==> config.mk <==
export PLATFORM = sky130hd
export DESIGN_NAME = jailbreak_hs_autosave
export DESIGN_NICKNAME = d
export VERILOG_FILES = /design/src/rtl/jailbreak_hs_autosave.sv
export SDC_FILE = /design/constraint.sdc
export NUM_CORES = 1
export LEC_CHECK = 0
export CAP_MARGIN = 20
export CORE_MARGIN = 2
export CORE_UTILIZATION = 53
export CTS_BUF_LIST = sky130_fd_sc_hd__clkbuf_16
export CTS_CLUSTER_DIAMETER = 50
export DETAILED_ROUTE_END_ITERATION = 10
export PLACE_DENSITY_LB_ADDON = 0.1
export SLEW_MARGIN = 20
export SYNTH_ARGS = -nofsm -noshare
export SYNTH_HDL_FRONTEND = slang
export SYNTH_SLANG_ARGS = --single-unit
==> constraint.sdc <==
create_clock -name clk_74a -period 6.34 [get_ports clk_74a]
set_clock_uncertainty 0.15 [all_clocks]
set_input_delay 1.268 -clock clk_74a [delete_from_list [all_inputs] [get_ports clk_74a]]
set_output_delay 1.268 -clock clk_74a [all_outputs]
set_load 0.03 [all_outputs]
==> src/rtl/jailbreak_hs_autosave.sv <==
// High-score autosave engine: periodically reads the high-score image one byte
// at a time, forms a Fletcher-16 checksum per scan, and once a changed checksum
// has been seen on consecutive scans issues a dataslot write so the host pulls
// the table back into its slot.
//
// Handshakes:
//   mem_rd / mem_rd_valid : mem_rd is a one-cycle request carrying mem_address.
//     Exactly one request is outstanding; the next request goes out the cycle
//     after mem_rd_valid. mem_rd_valid is only accepted in SCAN while a request
//     is outstanding, so stale or spurious returns are dropped.
//   target_dataslot_write / _ack / _done : write is a one-cycle command strobe.
//     ack accepts it, done (with err) completes it. Both waits are bounded by
//     ACK_TIMEOUT; an expired wait counts as a failed save.
module jailbreak_hs_autosave #(
  parameter int          HS_LENGTH     = 83,
  parameter logic [31:0] SCAN_INTERVAL = 32'd7400000,
  parameter int          STABLE_SCANS  = 2,
  parameter logic [31:0] ACK_TIMEOUT   = 32'd74000000,
  parameter logic [15:0] SLOT_ID       = 16'd2,
  parameter logic [31:0] BRIDGE_BASE   = 32'h10000000
) (
  input  logic        clk_74a,
  input  logic        reset,
  input  logic        enable,
  input  logic        force_save,
  output logic        mem_rd,
  output logic [6:0]  mem_address,
  input  logic        mem_rd_valid,
  input  logic [7:0]  mem_rd_data,
  output logic        target_dataslot_write,
  input  logic        target_dataslot_ack,
  input  logic        target_dataslot_done,
  input  logic [2:0]  target_dataslot_err,
  output logic [15:0] target_dataslot_id,
  output logic [31:0] target_dataslot_slotoffset,
  output logic [31:0] target_dataslot_bridgeaddr,
  output logic [31:0] target_dataslot_length,
  output logic        save_busy,
  output logic [7:0]  save_count,
  output logic [7:0]  fail_count,
  output logic [2:0]  dbg_state_o,
  output logic [15:0] dbg_sum_o
);

  typedef enum logic [2:0] {
    ST_IDLE        = 3'd0,
    ST_WAIT_INT    = 3'd1,
    ST_SCAN        = 3'd2,
    ST_EVAL        = 3'd3,
    ST_START_WRITE = 3'd4,
    ST_WAIT_ACK    = 3'd5,
    ST_WAIT_DONE   = 3'd6
  } state_t;

  localparam logic [6:0]  LAST_ADDR = 7'(HS_LENGTH - 1);
  localparam logic [7:0]  STABLE_N  = 8'(STABLE_SCANS);
  localparam logic [31:0] INT_LOAD  = SCAN_INTERVAL - 32'd1;

  state_t      state_q, state_d;
  logic [31:0] int_cnt_q, int_cnt_d;
  logic [31:0] timer_q, timer_d;
  logic [6:0]  addr_q, addr_d;
  logic        issue_q, issue_d;
  logic [7:0]  sum1_q, sum1_d, sum2_q, sum2_d;
  logic [15:0] saved_q, saved_d, pending_q, pending_d;
  logic        have_base_q, have_base_d;
  logic        force_pend_q, force_pend_d;
  logic [7:0]  stable_q, stable_d;
  logic [7:0]  save_cnt_q, save_cnt_d, fail_cnt_q, fail_cnt_d;

  logic [7:0]  sum1_new, sum2_new;
  logic [15:0] cur_sum;
  logic [7:0]  stable_new;
  logic        fin_ok, fin_fail;

  // (a + b) mod 255 for operands already below 255
  function automatic logic [7:0] add_mod255(input logic [7:0] a, input logic [7:0] b);
    logic [8:0] s;
    s = {1'b0, a} + {1'b0, b};
    if (s >= 9'd255) s = s - 9'd255;
    return s[7:0];
  endfunction

  assign sum1_new = add_mod255(sum1_q, mem_rd_data);
  assign sum2_new = add_mod255(sum2_q, sum1_new);
  assign cur_sum  = {sum2_q, sum1_q};

  // Next-state, datapath updates and strobes
  always_comb begin
    state_d      = state_q;
    int_cnt_d    = int_cnt_q;
    timer_d      = timer_q;
    addr_d       = addr_q;
    issue_d      = issue_q;
    sum1_d       = sum1_q;
    sum2_d       = sum2_q;
    saved_d      = saved_q;
    pending_d    = pending_q;
    have_base_d  = have_base_q;
    force_pend_d = force_pend_q;
    stable_d     = stable_q;
    save_cnt_d   = save_cnt_q;
    fail_cnt_d   = fail_cnt_q;
    stable_new   = stable_q;
    fin_ok       = 1'b0;
    fin_fail     = 1'b0;
    mem_rd                = 1'b0;
    target_dataslot_write = 1'b0;

    case (state_q)
      ST_IDLE: begin
        if (enable) begin
          state_d   = ST_WAIT_INT;
          int_cnt_d = INT_LOAD;
        end
      end
      ST_WAIT_INT: begin
        if (!enable) begin
          state_d     = ST_IDLE;
          have_base_d = 1'b0;
        end else if (int_cnt_q == 32'd0) begin
          state_d = ST_SCAN;
          addr_d  = 7'd0;
          sum1_d  = 8'd0;
          sum2_d  = 8'd0;
          issue_d = 1'b1;
        end else begin
          int_cnt_d = int_cnt_q - 32'd1;
        end
      end
      ST_SCAN: begin
        if (!enable) begin
          state_d     = ST_IDLE;
          have_base_d = 1'b0;
          issue_d     = 1'b0;
        end else if (issue_q) begin
          mem_rd  = 1'b1;
          issue_d = 1'b0;
        end else if (mem_rd_valid) begin
          sum1_d = sum1_new;
          sum2_d = sum2_new;
          if (addr_q == LAST_ADDR) begin
            state_d = ST_EVAL;
          end else begin
            addr_d  = addr_q + 7'd1;
            issue_d = 1'b1;
          end
        end
      end
      ST_EVAL: begin
        state_d   = ST_WAIT_INT;
        int_cnt_d = INT_LOAD;
        if (!have_base_q) begin
          // First scan after enabling only establishes what is already saved
          saved_d     = cur_sum;
          have_base_d = 1'b1;
        end else if (force_pend_q) begin
          pending_d = cur_sum;
          state_d   = ST_START_WRITE;
        end else if (cur_sum == saved_q) begin
          stable_d = 8'd0;
        end else begin
          if (cur_sum == pending_q && stable_q != 8'd0) begin
            stable_new = stable_q + 8'd1;
          end else begin
            pending_d  = cur_sum;
            stable_new = 8'd1;
          end
          stable_d = stable_new;
          if (stable_new == STABLE_N) state_d = ST_START_WRITE;
        end
      end
      ST_START_WRITE: begin
        target_dataslot_write = 1'b1;
        state_d = ST_WAIT_ACK;
        timer_d = ACK_TIMEOUT;
      end
      ST_WAIT_ACK: begin
        if (target_dataslot_ack && target_dataslot_done) begin
          fin_ok   = (target_dataslot_err == 3'd0);
          fin_fail = (target_dataslot_err != 3'd0);
        end else if (target_dataslot_ack) begin
          state_d = ST_WAIT_DONE;
          timer_d = ACK_TIMEOUT;
        end else if (timer_q == 32'd0) begin
          fin_fail = 1'b1;
        end else begin
          timer_d = timer_q - 32'd1;
        end
      end
      ST_WAIT_DONE: begin
        if (target_dataslot_done) begin
          fin_ok   = (target_dataslot_err == 3'd0);
          fin_fail = (target_dataslot_err != 3'd0);
        end else if (timer_q == 32'd0) begin
          fin_fail = 1'b1;
        end else begin
          timer_d = timer_q - 32'd1;
        end
      end
      default: state_d = ST_IDLE;
    endcase

    // A finished or abandoned command always returns to the scan cadence;
    // a failed save leaves saved_q alone so the same change is retried.
    if (fin_ok || fin_fail) begin
      state_d   = ST_WAIT_INT;
      int_cnt_d = INT_LOAD;
      stable_d  = 8'd0;
      if (fin_ok) begin
        saved_d    = pending_q;
        save_cnt_d = (save_cnt_q == 8'hFF) ? save_cnt_q : save_cnt_q + 8'd1;
      end else begin
        fail_cnt_d = (fail_cnt_q == 8'hFF) ? fail_cnt_q : fail_cnt_q + 8'd1;
      end
    end

    // A force request arriving on the same cycle as a write launch is kept
    if (state_d == ST_START_WRITE && state_q != ST_START_WRITE) force_pend_d = 1'b0;
    if (force_save) force_pend_d = 1'b1;
  end

  // State and datapath registers with synchronous reset
  always_ff @(posedge clk_74a) begin
    if (reset) begin
      state_q      <= ST_IDLE;
      int_cnt_q    <= 32'd0;
      timer_q      <= 32'd0;
      addr_q       <= 7'd0;
      issue_q      <= 1'b0;
      sum1_q       <= 8'd0;
      sum2_q       <= 8'd0;
      saved_q      <= 16'd0;
      pending_q    <= 16'd0;
      have_base_q  <= 1'b0;
      force_pend_q <= 1'b0;
      stable_q     <= 8'd0;
      save_cnt_q   <= 8'd0;
      fail_cnt_q   <= 8'd0;
    end else begin
      state_q      <= state_d;
      int_cnt_q    <= int_cnt_d;
      timer_q      <= timer_d;
      addr_q       <= addr_d;
      issue_q      <= issue_d;
      sum1_q       <= sum1_d;
      sum2_q       <= sum2_d;
      saved_q      <= saved_d;
      pending_q    <= pending_d;
      have_base_q  <= have_base_d;
      force_pend_q <= force_pend_d;
      stable_q     <= stable_d;
      save_cnt_q   <= save_cnt_d;
      fail_cnt_q   <= fail_cnt_d;
    end
  end

  assign mem_address                = addr_q;
  assign target_dataslot_id         = SLOT_ID;
  assign target_dataslot_slotoffset = 32'd0;
  assign target_dataslot_bridgeaddr = BRIDGE_BASE;
  assign target_dataslot_length     = 32'(HS_LENGTH);
  assign save_busy  = (state_q == ST_START_WRITE) || (state_q == ST_WAIT_ACK) ||
                      (state_q == ST_WAIT_DONE);
  assign save_count = save_cnt_q;
  assign fail_count = fail_cnt_q;
  assign dbg_state_o = state_q;
  assign dbg_sum_o   = cur_sum;

endmodule

==> results.md <==
* CP top delay family: compound AO/OA/AOI/OAI gates
* Crit-path cells: clkdlybuf4s50_1 -> ha_1 -> fa_1 -> a21oi_1 -> o21bai_1 -> xor2_1 -> o2111a_1 -> a41oi_1 -> xnor2_1 -> ha_1 -> inv_1 -> fa_1 -> inv_1 -> ha_1 -> inv_1 -> or2_2 -> a211oi_1 -> a41oi_1 -> xor2_1 -> o21ai_0
* Post-synth cell types at 78
* Bufs and invs on worst path at 4
* Clock share of power at 45.6%
* Kind of critical path: primary input to register
* HP Start: timer_q[3]
* Hold Path Depth at 2
* Share of power burned in registers at 43.8%
* Post-CTS setup buffer count at 0
* Die width at 136.6 um
* Net Sw Power at 0.0006060 W
* Worst-Margin Slew at 0.8384 ns
* First-pass iteration count of the detailed router at 5
* Commonest non-fill, non-tap cell in the layout: dfxtp_1
* Gate power share at 10.6%
* Via density at 5.351
* Async set-reset flop share out of synthesis at 0%
* Power Internal at 0.001594 W
* Slew Viols, Final at 0
* TNS Setup at 0 ns
* Remaining Overflow, GRT at 0
* Full die area at 18650 sq um
* Status: finished clean
* Arrival time at the worst endpoint at 6.15 ns
* Cts-stage hold buffer count at 0
* Yosys reg bits at 149
* Relative slew slack at 44.11%
* Synth area leader: dfxtp_1
* Post-synthesis simple-gate area fraction at 23.96%
* Post-synthesis sequential area ratio at 32.03%
* Drt total wl at 19460 um
* Diodes inserted at 0
* Worst-path clk slew at 0.06 ns
* Core box area at 17240 sq um
* Fin area at 10300 sq um
* Net Sw Frac at 27.55%
* Clock Latency Late Sink at 0.42 ns
* Syn avg cell area at 8.300 sq um
* Synth Area in XOR/XNOR at 9.311%
* Post-Syn Area at 9313 sq um
* Commonest cells after routing, fill and taps aside: 149 x dfxtp_1, 145 x nor2_1, 112 x conb_1, 81 x a21oi_1, 65 x xnor2_1
* Number of global-route vias before repair at 6634
* Post-synthesis compound-gate area fraction at 14.48%
* EDFF count, synth at 0
* YS warnings at 0
* Clk sink count at 149
* Initial antenna violation count at 0
* Root buf cell: clkbuf_16
* First-pass GRT wire length at 32110 um
* Routability cong. at 0.8239
* Synthesized instance count at 1122
* I/O Buffers at 62
* CP max stage delay at 0.45 ns
* Tmin final at 5.946 ns
* Die height at 136.6 um
* Element type at the critical path end: register
* Num rows at 48
* Pwr/cell area at 213.5 nW/um^2
* CTS tree: yes
* Layout area overhead at 10.63%
* Post-route ant nets at 0
* Synth Area in Adders at 3.923%
* Critical path peak fanout at 7
* Total CTS buffers at 17
* Critical path required time at 6.54 ns
* Area contributors post-synth: dfxtp_1 32%, buf_4 9.1%, xnor2_1 6.1%
* RSZ-0062 raised after global routing: no
* Period utilization at 93.79%
* Leak at 4.071 nW
* Ys flop type: dfxtp_1
* Largest family of logic cells by synthesized area: simple AND/OR/NAND/NOR gates
* Largest net degree at the start of global routing at 46
* H-tree levels at 4
* Share of layout cells above drive strength 1 at 6.419%
* Critical Path Slowest Stage Cell: fa_1
* Max Fclk at 0.1682 GHz
* Tot GR Track Use at 21.27%
* Maximum VDD drop at 0.1491 mV
* Max-capacitance violation count at 0
* DRC at 0
* Boundary Pins at 175
* Post-DR wirelength/cell at 13.81 um
* Final number of hold-violating endpoints at 0
* Initial Util at 54.03%
* Cts repair resizes at 0
* Setup crit start kind: primary input
* Min-Delay Path Class: register to register
* Drt first-iter violations at 437
* RR Startpoint: sum1_q[0]
* Worst R2R Path Depth at 19
* DPL Wire Length at 13950 um
* RR Endpoint: sum2_q[0]
* Hold worst-path end: timer_q[3]
* Final setup fails at 0
* Final net count at 1217
* Post-synth top area share at 32.03%
* Reg2reg setup slack at 1.21 ns
* DP Area at 9694 sq um
* Post-synthesis mux area share at 3.990%
* Max Root-Sink Buffers at 2
* Via count at 7540
-- power groups by stage --
stage	logic, W	clock network (W)	registers, W
final	0.000234	0.00100	0.000963
after global routing	0.000256	0.00108	0.000964
after CTS	0.000232	0.00103	0.000962
after detailed placement	0.000231	0	0.000983
after global placement	0.000230	0	0.000983
after floorplan	0.000246	0	0.000978
-- per-layer routing --
metal	vias to the layer above	global-route usage (%)	share of wire, %
met5	-	0	0
met4	0	6.134	1.2
met3	17	4.222	4.6
met2	172	34.61	47
met1	3483	28.59	47
li1	3868	-	-
-- worst max path at each step --
stage / start / end / slack [ns] / depth (start not counted)
after floorplan: mem_rd_data[0] / sum2_q[0] / 0.93 / 19
after global placement: mem_rd_data[0] / sum2_q[0] / 0.09 / 20
after detailed placement: mem_rd_data[0] / sum2_q[0] / -0.02 / 20
after CTS: mem_rd_data[0] / sum2_q[0] / 0.41 / 20
after global routing: mem_rd_data[0] / sum2_q[1] / 0.12 / 17
final: mem_rd_data[0] / sum2_q[0] / 0.39 / 20
-- cell families after synthesis --
kind of cell	count (synthesis)
simple gates	423
compound gates	202
flops	149
buf+inv	182
other cells	2
fa+ha+maj	28
mux	37
xor+xnor	99
-- Yosys cell counts, drive strengths merged, types with 3 or more instances --
library cell and n:
nand4 22, o31ai 5, and3 9, a22o 7, and2 4, xor2 34, o311ai 3, dfxtp 149
nand2 53, buf 130, o2111a 3, or2 12, or3 21, a311oi 14, o41ai 5, nor2b 9
nor3b 9, or4 12, o2111ai 3, o211ai 6, clkbuf 25, nand3 26, nor2 147, o21ai 35
nand2b 14, a211oi 6, inv 27, o31a 4, a31oi 4, a22oi 3, a21o 3, nand4b 6
a21oi 81, mux2i 36, ha 26, nor4 22, xnor2 65, a211o 4, nand3b 9, nor3 39
-- state kept, by name, summed over array words and instances, names as in the netlist --
signal	cells
pending_q	16
save_count	8
issue_q	1
saved_q	16
have_base_q	1
sum2_q	8
int_cnt_q	32
stable_q	8
dbg_state_o	3
timer_q	32
force_pend_q	1
mem_address	7
fail_count	8
sum1_q	8
-- tightest hold or removal path: cells and delay by family (launching register included) --
family | cells | cell delay, ns
compound gates | 1 | 0.05
flops | 1 | 0.32
simple gates | 1 | 0.06
-- area by class of cell --
| class | instances | area [sq um] |
|---|---|---|
| clock buffer | 17 | 425.4 |
| clock inverter | 15 | 170.2 |
| fill | 1606 | 6934 |
| inverter | 27 | 101.3 |
| multi-input combinational | 901 | 5628 |
| sequential | 149 | 2983 |
| tap | 225 | 281.5 |
| timing repair buffer | 75 | 713.2 |
-- through the flow --
step	utilization (%)	instances	hold slack (ns)	power (W)	setup WS, ns
after floorplan	-	1232	0.2990	0.001224	0.9298
after global placement	56.24	1377	0.3089	0.001213	0.09069
after detailed placement	56.24	1377	0.3137	0.001214	-0.01905
after CTS	59.70	1409	0.3293	0.002221	0.4145
after global routing	59.77	1409	0.3671	0.002295	0.1216
final	59.77	1409	0.3279	0.002200	0.3938
No activity file was read; power rests on OpenSTA's default activity.
